===== config.mk =====
export PLATFORM = sky130hd
export DESIGN_NAME = usr_shift_controller
export DESIGN_NICKNAME = d
export VERILOG_FILES = /design/src/rtl/usr_pkg.sv /design/src/rtl/usr_shift_controller.sv
export SDC_FILE = /design/constraint.sdc
export NUM_CORES = 1
export LEC_CHECK = 0
export CAP_MARGIN = 10
export CORE_MARGIN = 2
export CORE_UTILIZATION = 48
export DETAILED_ROUTE_END_ITERATION = 12
export DONT_BUFFER_PORTS = 1
export PLACE_DENSITY_LB_ADDON = 0.25
export SKIP_LAST_GASP = 1
export SYNTH_ARGS = -nofsm -noshare
export SYNTH_HDL_FRONTEND = slang
export SYNTH_SLANG_ARGS = --single-unit

===== constraint.sdc =====
create_clock -name clk -period 4.8 [get_ports clk]
set_clock_uncertainty 0.1 [all_clocks]
set_input_delay 0.48 -clock clk [delete_from_list [all_inputs] [get_ports clk]]
set_output_delay 0.48 -clock clk [all_outputs]
set_load 0.02 [all_outputs]

===== src/rtl/usr_pkg.sv =====
// -----------------------------------------------------------------------------
// usr_pkg
// Shared encodings for the 4-bit universal shift register and its upstream
// sequencer (usr_shift_controller).
//   - MODE_* : register mode select, common to the controller and the register.
//   - ST_*   : controller FSM state encoding.
//   - shift_mode() : maps a shift direction onto the register mode select.
// -----------------------------------------------------------------------------
package usr_pkg;

  // Register mode select
  localparam logic [1:0] MODE_HOLD = 2'b00;
  localparam logic [1:0] MODE_SHR  = 2'b01;
  localparam logic [1:0] MODE_SHL  = 2'b10;
  localparam logic [1:0] MODE_LOAD = 2'b11;

  // Controller FSM states
  localparam logic [1:0] ST_IDLE  = 2'b00;
  localparam logic [1:0] ST_LOAD  = 2'b01;
  localparam logic [1:0] ST_SHIFT = 2'b10;
  localparam logic [1:0] ST_DONE  = 2'b11;

  // dir = 0 shifts toward the LSB, dir = 1 toward the MSB
  function automatic logic [1:0] shift_mode(input logic dir);
    logic [1:0] m;
    if (dir) begin
      m = MODE_SHL;
    end else begin
      m = MODE_SHR;
    end
    return m;
  endfunction

endpackage


===== src/rtl/usr_shift_controller.sv =====
// -----------------------------------------------------------------------------
// usr_shift_controller
// Sequencer in front of the universal shift register. A request (data word,
// direction, shift count) is taken over a valid/ready handshake; the block then
// drives one parallel-load cycle, exactly shift_cnt shift cycles and a single
// done cycle before returning to idle.
//
// Build option:
//   USR_SHIFT_CTRL_ROTATE_EN  defined   -> the active serial input is fed from
//                                          the register's far end (rotate).
//                             undefined -> the active serial input carries FILL
//                                          and q_lsb / q_msb are ignored.
//
// Ports:
//   clk, rst        rising-edge clock, synchronous active-high reset
//   start_valid     request present
//   start_ready     request can be taken (IDLE and not in reset), combinational
//   data_in         word to load
//   dir             0 = shift right (toward LSB), 1 = shift left
//   shift_cnt       number of shift cycles after the load
//   q_lsb, q_msb    register end bits, used for rotate
//   mode            register mode select (see usr_pkg MODE_*)
//   par_out         parallel-load bus
//   sr_in, sl_in    serial inputs for shift right / shift left
//   busy            high during LOAD and SHIFT
//   done            one-cycle completion pulse
// -----------------------------------------------------------------------------
module usr_shift_controller
  import usr_pkg::*;
#(
  parameter int   WIDTH = 4,
  parameter int   CNT_W = 3,
  parameter logic FILL  = 1'b0
) (
  input  logic             clk,
  input  logic             rst,
  input  logic             start_valid,
  output logic             start_ready,
  input  logic [WIDTH-1:0] data_in,
  input  logic             dir,
  input  logic [CNT_W-1:0] shift_cnt,
  input  logic             q_lsb,
  input  logic             q_msb,
  output logic [1:0]       mode,
  output logic [WIDTH-1:0] par_out,
  output logic             sr_in,
  output logic             sl_in,
  output logic             busy,
  output logic             done
);

  localparam logic [CNT_W-1:0] CNT_ZERO = {CNT_W{1'b0}};
  localparam logic [CNT_W-1:0] CNT_ONE  = {{(CNT_W-1){1'b0}}, 1'b1};

  logic [1:0]       state_r;
  logic [1:0]       state_nxt_s;
  logic [CNT_W-1:0] cnt_r;
  logic [CNT_W-1:0] cnt_nxt_s;
  logic             dir_r;
  logic             dir_nxt_s;
  logic [WIDTH-1:0] par_nxt_s;
  logic [1:0]       mode_nxt_s;
  logic             busy_nxt_s;
  logic             done_nxt_s;

  // Requests are only taken in IDLE; reset masks acceptance in the same cycle
  assign start_ready = (state_r == ST_IDLE) && !rst;

  // Next-state, counter and request-latch logic
  always_comb begin
    state_nxt_s = state_r;
    cnt_nxt_s   = cnt_r;
    dir_nxt_s   = dir_r;
    par_nxt_s   = par_out;
    case (state_r)
      ST_IDLE: begin
        // rst has priority in the register process, so start_valid here is an accept
        if (start_valid) begin
          state_nxt_s = ST_LOAD;
          cnt_nxt_s   = shift_cnt;
          dir_nxt_s   = dir;
          par_nxt_s   = data_in;
        end else begin
          state_nxt_s = ST_IDLE;
        end
      end
      ST_LOAD: begin
        if (cnt_r != CNT_ZERO) begin
          state_nxt_s = ST_SHIFT;
        end else begin
          state_nxt_s = ST_DONE;
        end
      end
      ST_SHIFT: begin
        cnt_nxt_s = cnt_r - CNT_ONE;
        // The cycle that sees a count of one is the last shift
        if (cnt_r == CNT_ONE) begin
          state_nxt_s = ST_DONE;
        end else begin
          state_nxt_s = ST_SHIFT;
        end
      end
      ST_DONE: begin
        state_nxt_s = ST_IDLE;
      end
      default: begin
        state_nxt_s = ST_IDLE;
      end
    endcase
  end

  // Registered outputs are decoded from the next state so they line up with it
  always_comb begin
    mode_nxt_s = MODE_HOLD;
    busy_nxt_s = 1'b0;
    done_nxt_s = 1'b0;
    case (state_nxt_s)
      ST_LOAD: begin
        mode_nxt_s = MODE_LOAD;
        busy_nxt_s = 1'b1;
      end
      ST_SHIFT: begin
        mode_nxt_s = shift_mode(dir_nxt_s);
        busy_nxt_s = 1'b1;
      end
      ST_DONE: begin
        done_nxt_s = 1'b1;
      end
      default: begin
        mode_nxt_s = MODE_HOLD;
      end
    endcase
  end

  // State, counter and output registers with synchronous reset
  always_ff @(posedge clk) begin
    if (rst) begin
      state_r <= ST_IDLE;
      cnt_r   <= CNT_ZERO;
      dir_r   <= 1'b0;
      par_out <= {WIDTH{1'b0}};
      mode    <= MODE_HOLD;
      busy    <= 1'b0;
      done    <= 1'b0;
    end else begin
      state_r <= state_nxt_s;
      cnt_r   <= cnt_nxt_s;
      dir_r   <= dir_nxt_s;
      par_out <= par_nxt_s;
      mode    <= mode_nxt_s;
      busy    <= busy_nxt_s;
      done    <= done_nxt_s;
    end
  end

`ifdef USR_SHIFT_CTRL_ROTATE_EN
  logic unused_fill_s;
  assign unused_fill_s = FILL;

  // Rotate: the bit leaving the register re-enters at the opposite end. This
  // path is combinational from q_* so the feedback bit is the current one.
  always_comb begin
    sr_in = 1'b0;
    sl_in = 1'b0;
    if (state_r == ST_SHIFT) begin
      if (dir_r) begin
        sl_in = q_msb;
      end else begin
        sr_in = q_lsb;
      end
    end else begin
      sr_in = 1'b0;
      sl_in = 1'b0;
    end
  end
`else
  logic unused_q_s;
  assign unused_q_s = q_lsb ^ q_msb;

  // Fill: only the serial input of the active direction carries FILL
  always_comb begin
    sr_in = 1'b0;
    sl_in = 1'b0;
    if (state_r == ST_SHIFT) begin
      if (dir_r) begin
        sl_in = FILL;
      end else begin
        sr_in = FILL;
      end
    end else begin
      sr_in = 1'b0;
      sl_in = 1'b0;
    end
  end
`endif

endmodule


==> metrics.txt <==
die area=1790 µm²; share of cells above drive strength 1=0.0759; sequential share of the synthesized area=0.397; DR vias=491; first-pass GRT wire length=1810 µm; Mapped Area=706 µm²; top-count cell post-synth=dfxtp_1; Top delay family on crit path=adder cells; Post-synth ARST share=0; # hold bufs at CTS=0; # H-tree levels=1; # fillers=135; Pwr per Cell Area=391 nW/µm²; fin crit share=0.444; clk buf depth=2; Synth cell types=25; final wirelength=1080 µm; Layout area overhead=5.67%; Root Driver=clkbuf_4; FF+latch count, synth=14; pin count of the biggest net entering global routing=14; Skew-Pair Late Insertion Delay=280 ps; drt first pass iters=4; crit path to=mode[0]$_SDFF_PP0_; Die Y=42.3 µm; Data required, critical path=4920 ps; vias in the first global route=420; Placer Congestion=0.711; Reg clk slew, reported paths=90 ps; initial antenna violation count=0; antenna cells=0; Post-synth top cells=dfxtp_1, ha_1, nand2_1, inv_1; R2R Setup Slk=2670 ps; slowest library cell on the worst path=dfxtp_1; Post-synth top flop=dfxtp_1; DRT antenna net count=0; Num CTS Buffers=3; RSZ-0062 raised after global routing=no; Mapped Avg Cell Area=9.16 µm²; Gates resized, CTS repair=0; Post-Synthesis Cells=77; GR Overflow Total=0; synth top area cells=dfxtp_1, ha_1, nand2_1; Max Freq=0.469 GHz; Vias/cell=5.22; status=finished clean; synth warn=0; Hold WS=158 ps; routed len/inst=11.5 µm; Initial Util=0.529; DP HPWL=836 µm; peak supply drop=165 µV; final setup vio count=0; IO buf count=0; setup TNS=0 ps; Max-Cap Viols=0; cells on worst reg2reg path=9; crit path DAT=2260 ps; worst r2r dst=mode[0]$_SDFF_PP0_; Leakage=0.327 nW; CTS tree=yes; Crit Path Max Fanout=8; final hold vios=0; Row Count=13; Crit Path Class=reg2reg; RR Startpoint=state_r[0]$_SDFF_PP0_; minimum clock period=2130 ps; initial DRC count=4; core area=1330 µm²; top-area cell type share of the netlist area=0.397; clk sinks=14; layout net count=103; crit path launch type=flip-flop; crit path from=state_r[0]$_SDFF_PP0_; crit-path cells=inv_1 -> ha_1 -> a22oi_1 -> o31a_1 -> inv_1 -> ha_1 -> nor2_1 -> and2_1 -> a22o_1; Ports=24; Post-synth EDFFs=0; Largest stage delay, worst path=340 ps; GRT Resource Usage Total=0.140; die width=42.3 µm; WP depth=9; worst hold path class=in2reg; leading area contributor after synthesis=dfxtp_1; CP endpoint kind=flip-flop; Pins Over Slew Limit=0; CP bufs+invs=2; post-CTS setup buffer count=0; Post-route DRC=0
worst register-to-register path, delay by kind of cell (launching register included):
family,cells,cell delay [ps]
flip-flops,1,340
AO/OA/AOI/OAI,3,500
AND/OR/NAND/NOR,2,420
buffers and inverters,2,160
adder cells (fa/ha/maj),2,550
metrics by stage:
stage / utilization / power (W) / setup WS [ps] / std cells / area (µm²)
6_report: 0.559 / 0.000292 / 2670 / 94 / 746
5_1_grt: 0.559 / 0.000315 / 2440 / 94 / 746
4_1_cts: 0.559 / 0.000298 / 2640 / 94 / 746
3_5_place_dp: 0.532 / 0.000212 / 2670 / 90 / 709
3_3_place_gp: 0.532 / 0.000210 / 2720 / 90 / 709
2_1_floorplan: - / 0.000203 / 2910 / 78 / 709
cell type report:
type	instances	area, µm²	share of cell area
inverters	7	26.3	0.0352
clock buffers	4	36.3	0.0487
well taps	15	18.8	0.0252
flip-flops and latches	14	280	0.376
multi-input cells	54	384	0.515
registers in the layout, indices dropped and copies added (netlist names):
register,flops
cnt_r,3
state_r,2
par_out,4
done,1
busy,1
mode,2
dir_r,1
layer usage:
| layer | part of all wire | vias up | track usage |
|---|---|---|---|
| li1 | - | 256 | - |
| met1 | 0.45 | 207 | 0.159 |
| met2 | 0.45 | 24 | 0.222 |
| met3 | 0.077 | 4 | 0.0431 |
| met4 | 0.020 | 0 | 0.0938 |
| met5 | 0 | - | 0 |
report_power, final:
part	internal (W)	total, W	leakage [nW]	switching [W]
Clock	0.0000461	0.0000839	0.0210	0.0000378
Combinational	0.0000265	0.0000620	0.191	0.0000354
Sequential	0.000130	0.000146	0.115	0.0000160
Total	0.000202	0.000292	0.327	0.0000892
cells in the final DEF (no fill, tap or decap), types with 2 or more instances in the layout:
master	netlist	routed
dfxtp_1	14	14
ha_1	10	10
nand2_1	8	8
inv_1	7	7
nor2_1	5	5
a21oi_1	5	5
nand3_1	4	4
nor2b_1	3	3
o21ai_0	3	3
clkbuf_4	0	3
mux2i_1	2	2
conb_1	1	2
kinds of logic (layout without fill, tap and decap cells):
family	after synthesis	count (layout)	synth area share
muxes	3	3	0.0496
buffers and inverters	10	11	0.0638
other	1	2	0.00531
AOI/OAI and AO/OA	15	15	0.142
and+or+nand+nor	24	24	0.165
DFF	14	14	0.397
adders and majority gates	10	10	0.177
worst min path at each step:
stage | start | end | slack (ps) | depth (start not counted)
finish | rst | state_r[1]$_SDFF_PP0_ | 160 | 1
global route | rst | cnt_r[1]$_SDFFE_PP0P_ | 140 | 1
CTS | rst | cnt_r[2]$_SDFFE_PP0P_ | 150 | 1
detailed placement | cnt_r[1]$_SDFFE_PP0P_ | cnt_r[1]$_SDFFE_PP0P_ | 390 | 2
global placement | cnt_r[1]$_SDFFE_PP0P_ | cnt_r[1]$_SDFFE_PP0P_ | 380 | 2
floorplan | dir_r$_SDFF_PP0_ | dir_r$_SDFF_PP0_ | 380 | 2
Note: power is estimated with default switching activity, not from simulation.
